**src/rtl/uart_prog_loader_if.sv**
```systemverilog
// Instruction-memory write port driven by the UART program loader.
interface uart_prog_loader_if #(
  parameter int ADDR_WIDTH = 14
);
  logic                  mem_we;
  logic [ADDR_WIDTH-1:0] mem_addr;
  logic [31:0]           mem_wdata;

  modport master (output mem_we, output mem_addr, output mem_wdata);
  modport slave  (input  mem_we, input  mem_addr, input  mem_wdata);
endinterface

```
**src/rtl/uart_prog_loader.sv**
```systemverilog
// UART (8N1) program loader: receives a word-count header plus little-endian
// words and writes them to instruction memory while holding the CPU in reset.
module uart_prog_loader #(
  parameter int CLKS_PER_BIT = 868,
  parameter int ADDR_WIDTH   = 14
) (
  input  logic                clock,
  input  logic                rst,
  input  logic                rx,
  input  logic                load_en,
  uart_prog_loader_if.master  mem,
  output logic                cpu_hold,
  output logic                done,
  output logic                error,
  output logic [15:0]         words_loaded
);

  localparam int CW = (CLKS_PER_BIT > 1) ? $clog2(CLKS_PER_BIT) : 1;
  localparam logic [CW-1:0] CPB_M1  = CW'(CLKS_PER_BIT - 1);
  localparam logic [CW-1:0] HALF_M1 = CW'(CLKS_PER_BIT / 2 - 1);
  localparam logic [16:0]   MAX_WORDS = 17'(1 << ADDR_WIDTH);

  typedef enum logic [1:0] {R_IDLE, R_START, R_DATA, R_STOP} rx_state_t;
  typedef enum logic [2:0] {IDLE, HDR0, HDR1, DATA, DONE, ERR} ld_state_t;

  // ---------------- RX front end ----------------
  logic rx_meta, rx_sync, rx_sync_d;

  always_ff @(posedge clock or posedge rst) begin
    if (rst) begin
      rx_meta   <= 1'b1;
      rx_sync   <= 1'b1;
      rx_sync_d <= 1'b1;
    end else begin
      rx_meta   <= rx;
      rx_sync   <= rx_meta;
      rx_sync_d <= rx_sync;
    end
  end

  rx_state_t   rstate;
  logic [CW-1:0] cnt;
  logic [2:0]  bit_idx;
  logic [7:0]  shreg;
  logic        byte_valid, frame_err;

  always_ff @(posedge clock or posedge rst) begin
    if (rst) begin
      rstate     <= R_IDLE;
      cnt        <= '0;
      bit_idx    <= '0;
      shreg      <= '0;
      byte_valid <= 1'b0;
      frame_err  <= 1'b0;
    end else begin
      byte_valid <= 1'b0;
      frame_err  <= 1'b0;
      case (rstate)
        R_IDLE: begin
          if (rx_sync_d && !rx_sync) begin
            rstate <= R_START;
            cnt    <= '0;
          end
        end
        R_START: begin
          // Mid-bit re-check rejects glitches shorter than half a bit.
          if (cnt == HALF_M1) begin
            cnt     <= '0;
            bit_idx <= '0;
            rstate  <= rx_sync ? R_IDLE : R_DATA;
          end else begin
            cnt <= cnt + 1'b1;
          end
        end
        R_DATA: begin
          if (cnt == CPB_M1) begin
            cnt   <= '0;
            shreg <= {rx_sync, shreg[7:1]};
            if (bit_idx == 3'd7) rstate <= R_STOP;
            else                 bit_idx <= bit_idx + 1'b1;
          end else begin
            cnt <= cnt + 1'b1;
          end
        end
        R_STOP: begin
          if (cnt == CPB_M1) begin
            cnt    <= '0;
            rstate <= R_IDLE;
            if (rx_sync) byte_valid <= 1'b1;
            else         frame_err  <= 1'b1;
          end else begin
            cnt <= cnt + 1'b1;
          end
        end
        default: rstate <= R_IDLE;
      endcase
    end
  end

  // ---------------- Loader FSM ----------------
  ld_state_t   lstate;
  logic        load_en_d;
  logic [15:0] n_words;
  logic [1:0]  byte_idx;
  logic [31:0] wbuf;

  wire         load_rise  = load_en && !load_en_d;
  wire  [15:0] hdr_n      = {shreg, n_words[7:0]};
  wire  [15:0] words_next = words_loaded + 16'd1;

  always_ff @(posedge clock or posedge rst) begin
    if (rst) begin
      lstate        <= IDLE;
      load_en_d     <= 1'b0;
      n_words       <= '0;
      byte_idx      <= '0;
      wbuf          <= '0;
      mem.mem_we    <= 1'b0;
      mem.mem_addr  <= '0;
      mem.mem_wdata <= '0;
      cpu_hold      <= 1'b0;
      done          <= 1'b0;
      error         <= 1'b0;
      words_loaded  <= '0;
    end else begin
      load_en_d  <= load_en;
      mem.mem_we <= 1'b0;
      case (lstate)
        IDLE, DONE: begin
          if (load_rise) begin
            lstate       <= HDR0;
            words_loaded <= '0;
            byte_idx     <= '0;
            cpu_hold     <= 1'b1;
            done         <= 1'b0;
          end
        end
        HDR0: begin
          if (frame_err) begin
            lstate <= ERR;
            error  <= 1'b1;
          end else if (byte_valid) begin
            n_words[7:0] <= shreg;
            lstate       <= HDR1;
          end
        end
        HDR1: begin
          if (frame_err) begin
            lstate <= ERR;
            error  <= 1'b1;
          end else if (byte_valid) begin
            n_words <= hdr_n;
            if (hdr_n == 16'd0) begin
              lstate   <= DONE;
              done     <= 1'b1;
              cpu_hold <= 1'b0;
            end else if ({1'b0, hdr_n} > MAX_WORDS) begin
              lstate <= ERR;
              error  <= 1'b1;
            end else begin
              lstate <= DATA;
            end
          end
        end
        DATA: begin
          if (frame_err) begin
            // Partial word is dropped; byte_idx restarts on the next load.
            lstate   <= ERR;
            error    <= 1'b1;
            byte_idx <= '0;
          end else if (byte_valid) begin
            if (byte_idx == 2'd3) begin
              mem.mem_we    <= 1'b1;
              mem.mem_addr  <= words_loaded[ADDR_WIDTH-1:0];
              mem.mem_wdata <= {shreg, wbuf[23:0]};
              words_loaded  <= words_next;
              byte_idx      <= '0;
              if (words_next == n_words) begin
                lstate   <= DONE;
                done     <= 1'b1;
                cpu_hold <= 1'b0;
              end
            end else begin
              wbuf[8*byte_idx +: 8] <= shreg;
              byte_idx              <= byte_idx + 1'b1;
            end
          end
        end
        ERR: begin
          if (!load_en) begin
            lstate   <= IDLE;
            error    <= 1'b0;
            cpu_hold <= 1'b0;
          end
        end
        default: lstate <= IDLE;
      endcase
    end
  end

endmodule

```
**src/flat_wrapper.sv**
```systemverilog
// flat-port wrapper written by rule: the top's interface ports become plain ports
module uart_prog_loader_flat 
#(
  parameter int CLKS_PER_BIT = 868,
  parameter int ADDR_WIDTH   = 14
)
  (clock, rst, rx, load_en, cpu_hold, done, error, words_loaded, mem_mem_we, mem_mem_addr, mem_mem_wdata);
  uart_prog_loader_if #(.ADDR_WIDTH(ADDR_WIDTH)) mem_i ();
  input  logic clock;
  input  logic rst;
  input  logic rx;
  input  logic load_en;
  output logic cpu_hold;
  output logic done;
  output logic error;
  output logic [15:0] words_loaded;
  output wire logic [$bits(mem_i.mem_we)-1:0] mem_mem_we;
  output wire logic [$bits(mem_i.mem_addr)-1:0] mem_mem_addr;
  output wire logic [$bits(mem_i.mem_wdata)-1:0] mem_mem_wdata;
  assign mem_mem_we = mem_i.mem_we;
  assign mem_mem_addr = mem_i.mem_addr;
  assign mem_mem_wdata = mem_i.mem_wdata;
  uart_prog_loader #(.CLKS_PER_BIT(CLKS_PER_BIT), .ADDR_WIDTH(ADDR_WIDTH)) u_core (.clock(clock), .rst(rst), .rx(rx), .load_en(load_en), .mem(mem_i), .cpu_hold(cpu_hold), .done(done), .error(error), .words_loaded(words_loaded));
endmodule
```
**config.mk**
```make
export PLATFORM = sky130hd
export DESIGN_NAME = uart_prog_loader_flat
export DESIGN_NICKNAME = d
export VERILOG_FILES = /design/src/rtl/uart_prog_loader_if.sv /design/src/rtl/uart_prog_loader.sv /design/src/flat_wrapper.sv
export SDC_FILE = /design/constraint.sdc
export NUM_CORES = 1
export LEC_CHECK = 0
export ABC_AREA = 0
export CORE_MARGIN = 8
export CORE_UTILIZATION = 59
export CTS_BUF_LIST = sky130_fd_sc_hd__clkbuf_4 sky130_fd_sc_hd__clkbuf_8
export CTS_CLUSTER_DIAMETER = 200
export DETAILED_ROUTE_END_ITERATION = 6
export GPL_TIMING_DRIVEN = 0
export HOLD_SLACK_MARGIN = 0.15
export PLACE_DENSITY = 0.81
export RECOVER_POWER = 25
export REMOVE_ABC_BUFFERS = 1
export SLEW_MARGIN = 20
export SYNTH_ARGS = -nofsm -noshare
export SYNTH_HDL_FRONTEND = slang
export SYNTH_SLANG_ARGS = --single-unit
```
**constraint.sdc**
```tcl
create_clock -name clock -period 6.5 [get_ports clock]
set_input_delay 1.3 -clock clock [delete_from_list [all_inputs] [get_ports clock]]
set_output_delay 1.3 -clock clock [all_outputs]
set_load 0.01 [all_outputs]
```
==> flow_summary.toml, run 1 <==
[run_status]
outcome = "finished with violations"
violations = "max-capacitance violations, max-slew violations"

[cells_and_area]
fillers = 905
drive_gt1_frac = 0.0902
fin_area_um2 = 7930
diodes = 0
nets = 789
area_growth_pct = 16.1

[global_routing]
gr-total-overflow = 0
grt_util_all_layers = 0.209
grt_antenna_before_repair = 0
grt_max_degree = 116
grt_pass1_wl_mm = 25.4
grt_pass1_vias = 5189

[synth]
synth_flop_cell = "dfrtp_1"
synth_edf_count = 0
synth_area_um2 = 6830
yosysWarnings = 0
ys_ff_latch = 140
async_flop_share = 1.00
ys_seq_area_frac = 0.513
syn-instance-count = 731
synth.avg_cell_area_um2 = 9.35
synth_cell_types = 64

[flow_run]
maxCapViolCount = 1

[pwr]
power_leakage_nw = 3.62
worst_ir_drop_vdd_mv = 0.216
powerDensity_nw_per_um2 = 247

[placement]
hpwl_mm = 10.5
numPortBuffers = 69
dp_slack_ps = 1820
gp_routability_congestion = 0.944
placed_area_um2 = 7580

[die]
die_width_um = 124
core_um2 = 11400
start_util = 0.601
io_pins = 70
die_h_um = 124
num_rows = 39
die_area_um2 = 15300

[sta]
max_freq_mhz = 212
final.min_clock_period_ps = 4720
period_share = 0.727
drv_slew = 116
finalWorstSetupSlack_ps = 1780
finalSetupViolCount = 0
hold_viol = 0
fin_hold_ws_ps = 365
max-slew-margin-rel = -0.854
fin_skew_ps = 9.34
worstMarginPinSlew_ps = 2780
rsz0062_at_grt = "no"

[critical_path]
start_kind = "primary input"
path_max_fanout = 115
r2r_cells = 8
critPathCaptureType = "async pin"
cp_slowest_cell = "clkbuf_2"
startpoint = "rst"
cp.arrival_ps = 4670
slowest_delay_ps = 2050
r2r_slack_ps = 3010
crit_path_end = "u_core.mem.mem_addr[8]"
crit_required_ps = 6450
reg2reg_to = "u_core.words_loaded[12]"
r2r_start = "u_core.lstate[1]"
worstSetupPathType = "primary input to async pin"
crit_chain = "dlygate4sd3_1 -> clkinvlp_2 -> clkbuf_2"

[clocking]
clock-sinks = 140
cts_made_buffers = 17
clkTransAtPathRegs_ps = 80
ctsHoldBuffers = 0
cts_setup_buffers = 0
cts_tree = "yes"
clock_latency_ps = 450
cts_resized = 0
cts_buffer_depth = 2
cts-root-buf = "clkbuf_8"
htree_levels = 4

[routing]
wl_per_cell_um = 16.4
antenna_left = 0
drtIter0Drc = 488
viasPerCell = 5.79
vias = 5383
routed_wl_mm = 15.2
first_pass_iters = 5
drc = 0

[hold_path]
hold_class = "flop to flop"
worstHoldStart = "u_core.rx_meta"
## critical path, delay by kind of cell
kind	cells	cell delay, ps
buf+inv	3	3260
## cells in the mapped netlist (all sizes together), types with 3 or more instances
master | instances | share of area
inv | 13 | 0.0071
o41ai | 4 | 0.0051
nor3b | 5 | 0.0055
clkbuf | 19 | 0.010
o21ai | 61 | 0.045
nand2 | 214 | 0.12
and4 | 3 | 0.0038
and3 | 5 | 0.0046
a31oi | 4 | 0.0037
a21oi | 11 | 0.0081
nor3 | 7 | 0.0051
nand3 | 19 | 0.014
nand4 | 10 | 0.011
o22ai | 4 | 0.0046
ha | 10 | 0.018
nand2b | 7 | 0.0064
buf | 28 | 0.022
xnor2 | 13 | 0.017
mux2i | 6 | 0.0088
nor2 | 29 | 0.016
dfrtp | 137 | 0.50
o31ai | 12 | 0.013
a211oi | 3 | 0.0040
o211ai | 7 | 0.0084
xor2 | 10 | 0.013
and2 | 6 | 0.0055
dfstp | 3 | 0.012
o2111ai | 4 | 0.0051
nor4 | 11 | 0.014
mux2 | 25 | 0.041
nor2b | 9 | 0.0082
## cell type report
type                    instances  area, um^2  area share
flip-flops and latches        140        3510       0.442
multi-input cells             531        3060       0.386
repair buffers                 72         751      0.0947
clock buffers                  20         269      0.0339
well taps                     143         179      0.0226
clock inverters                11         113      0.0142
inverters                      13        50.0     0.00631
## worst min-delay path by stage
stage	endpoint	slack [ps]	cells after the start
3_3_place_gp	u_core.rx_sync	350	0
3_5_place_dp	u_core.rx_sync	350	0
2_1_floorplan	u_core.rx_sync	350	0
6_report	u_core.rx_sync	360	0
4_1_cts	u_core.rx_sync	360	0
5_1_grt	u_core.rx_sync	370	0
## state kept, by name, indices dropped and copies added (netlist names), named ones only
name and cells:
u_core.n_words 16, u_core.byte_idx 2, u_core.rx_sync 1, u_core.frame_err 1, u_core.mem.mem_we 1, u_core.cpu_hold 1, u_core.byte_valid 1, u_core.rx_sync_d 1
u_core.words_loaded 16, u_core.mem.mem_addr 14, u_core.wbuf 24, u_core.rstate 1, u_core.lstate 3, u_core.bit_idx 3, u_core.done 1, u_core.cnt 10
u_core.mem.mem_wdata 32, u_core.error 1, u_core.shreg 8, u_core.rx_meta 1, u_core.load_en_d 1
## layout by cell type (no fill, tap or decap), types with 5 or more instances in the layout
master / n
o21ai_1: 12
clkdlybuf4s50_1: 66
o211ai_1: 6
mux2i_1: 6
and3_1: 5
nor4_1: 9
mux2_2: 25
nand3_1: 19
nor3b_1: 5
nor3_1: 7
nor2_1: 28
xnor2_1: 13
o21ai_0: 49
dfrtp_1: 137
ha_1: 10
nand2b_1: 7
clkbuf_8: 19
xor2_1: 10
nand4_1: 9
o31ai_1: 12
nor2b_1: 9
a21oi_1: 11
nand2_1: 214
and2_1: 5
inv_1: 11
## cell families after synthesis
family,count (synthesis),synth area share
AND/OR/NAND/NOR,340,0.231
flip-flops,140,0.513
AO/OA/AOI/OAI,127,0.118
buffers and inverters,60,0.0399
multiplexers,31,0.0500
XOR/XNOR,23,0.0295
adder cells (fa/ha/maj),10,0.0183
## per-layer routing
layer / vias up / track usage / part of all wire
li1: 2598 / - / -
met1: 2628 / 0.278 / 0.45
met2: 138 / 0.333 / 0.48
met3: 19 / 0.0422 / 0.053
met4: 0 / 0.0783 / 0.014
met5: - / 0 / 0
## power by group
group | leakage (nW) | switching (mW) | internal, mW
clock network | 0.181 | 0.334 | 0.329
registers | 1.91 | 0.0706 | 0.911
logic | 1.53 | 0.190 | 0.121
total | 3.62 | 0.595 | 1.36
## per-stage QoR
stage          power (mW)  TNS, ps  instances   util
4_1_cts              1.98        0        930  0.700
6_report             1.96        0        930  0.697
5_1_grt              2.05        0        930  0.697
3_3_place_gp         1.29   -25510        896  0.658
3_5_place_dp         1.31        0        899  0.666
2_1_floorplan        1.20        0        684      -
Note: power is estimated with default switching activity, not from simulation.
==> inputs of run 2 (changes only) <==
- clock period: 6.5 -> 4.37 ns (I/O delays scaled with it)
==> flow_summary.toml, run 2 (synthesized netlist as in run 1, its figures left out) <==
[run_status]
outcome = "finished with violations"
violations = "max-capacitance violations, max-slew violations"

[clocking]
ctsHoldBuffers = 0
htree_levels = 4
clock-sinks = 140
clkTransAtPathRegs_ps = 80
cts_resized = 0
cts-root-buf = "clkbuf_8"
cts_setup_buffers = 0
cts_tree = "yes"
cts_made_buffers = 17
clock_latency_ps = 450
cts_buffer_depth = 2

[global_routing]
grt_pass1_wl_mm = 25.4
gr-total-overflow = 0
grt_pass1_vias = 5189
grt_util_all_layers = 0.209
grt_max_degree = 116
grt_antenna_before_repair = 0

[routing]
routed_wl_mm = 15.2
drc = 0
drtIter0Drc = 488
first_pass_iters = 5
vias = 5383
wl_per_cell_um = 16.4
viasPerCell = 5.79
antenna_left = 0

[sta]
rsz0062_at_grt = "no"
period_share = 0.891
worstMarginPinSlew_ps = 1540
fin_skew_ps = 9.34
max_freq_mhz = 257
finalSetupViolCount = 0
final.min_clock_period_ps = 3890
drv_slew = 116
max-slew-margin-rel = -0.0256
hold_viol = 0

[flow_run]
maxCapViolCount = 1

[critical_path]
cp_slowest_cell = "inv_2"
crit_path_end = "u_core.words_loaded[12]"
cpLargestDelayFamily = "buffers and inverters"
path_depth = 9
crit_chain = "dlygate4sd3_1 -> or3b_1 -> nor2_1 -> o211ai_4 -> buf_16 -> inv_2 -> nor2_2 -> o21ai_0 -> o41ai_1"
crit_required_ps = 4690
worstSetupPathType = "primary input to flop"
r2r_slack_ps = 880
path_max_fanout = 56
start_kind = "primary input"
r2r_cells = 8
cp.arrival_ps = 4210
startpoint = "load_en"
critPathCaptureType = "flop"
r2r_start = "u_core.lstate[1]"
path_buf_inv = 3
reg2reg_to = "u_core.words_loaded[12]"
slowest_delay_ps = 700

[die]
die_h_um = 124
io_pins = 70
num_rows = 39
core_um2 = 11400
die_width_um = 124
die_area_um2 = 15300
start_util = 0.601

[placement]
numPortBuffers = 69
hpwl_mm = 10.5
gp_routability_congestion = 0.944

[cells_and_area]
largest_registers = "u_core.mem.mem_wdata x32, u_core.wbuf x24"
layout_common_cells = "nand2_1, dfrtp_1, clkdlybuf4s50_1"
diodes = 0
top_register = "u_core.mem.mem_wdata"
drive_gt1_frac = 0.0902
area_growth_pct = 16.1
largest_reg_flops = 32
mostFrequentLayoutCell = "nand2_1"
nets = 789
final_core_util = 0.698

[pwr]
power_frac_clock = 0.339
p_seq_frac = 0.502
intPower_mw = 2.02
switchingPower_uw = 885
worst_ir_drop_vdd_mv = 0.321
power_leakage_nw = 3.62
p_comb_frac = 0.159
powerDensity_nw_per_um2 = 367
power_mw = 2.91
swShare = 0.304

[hold_path]
hold_class = "flop to flop"
run 2: cell counts in the layout (fill, tap and decap cells not counted):
No cell type changed its count.
run 2: power groups by stage:
| stage | registers (mW) | clock network (mW) | logic (mW) |
|---|---|---|---|
| after floorplan | 1.47 | 0 | 0.318 |
| after global placement | 1.48 | 0 | 0.436 |
| after detailed placement | 1.48 | 0 | 0.468 |
| after CTS | 1.46 | 1.01 | 0.469 |
| after global routing | 1.47 | 1.06 | 0.516 |
| final | 1.46 | 0.985 | 0.463 |
run 2: layer usage:
metal,vias to the layer above,global-route usage,routed length (um)
met5,-,0,0
met4,0,0.0783,217
met3,19,0.0422,813
met2,138,0.333,7300
met1,2628,0.278,6910
li1,2598,-,-
run 2: worst min-delay path by stage:
stage | start | to | slack, ps | depth (start not counted)
after global placement | u_core.rx_meta | u_core.rx_sync | 350 | 0
final | u_core.rx_meta | u_core.rx_sync | 360 | 0
after global routing | u_core.rx_meta | u_core.rx_sync | 370 | 0
after CTS | u_core.rx_meta | u_core.rx_sync | 360 | 0
after floorplan | u_core.rx_meta | u_core.rx_sync | 350 | 0
after detailed placement | u_core.rx_meta | u_core.rx_sync | 350 | 0
run 2: layout make-up:
| type | count | area (um^2) |
|---|---|---|
| clock inverters | 11 | 113 |
| flip-flops and latches | 140 | 3510 |
| multi-input cells | 531 | 3060 |
| well taps | 143 | 179 |
| fillers | 904 | 3440 |
| repair buffers | 72 | 753 |
| clock buffers | 20 | 269 |
| inverters | 13 | 50.0 |
run 2: metrics by stage:
step | setup TNS [ps] | worst slack, ps | hold WS (ps) | instances | instance area, um^2
floorplan | -34510 | -252 | 345 | 684 | 6610
global placement | -339230 | -1890 | 347 | 896 | 7480
detailed placement | 0 | 119 | 349 | 899 | 7580
CTS | 0 | 580 | 362 | 930 | 7960
global route | 0 | 219 | 369 | 930 | 7930
finish | 0 | 477 | 365 | 930 | 7930
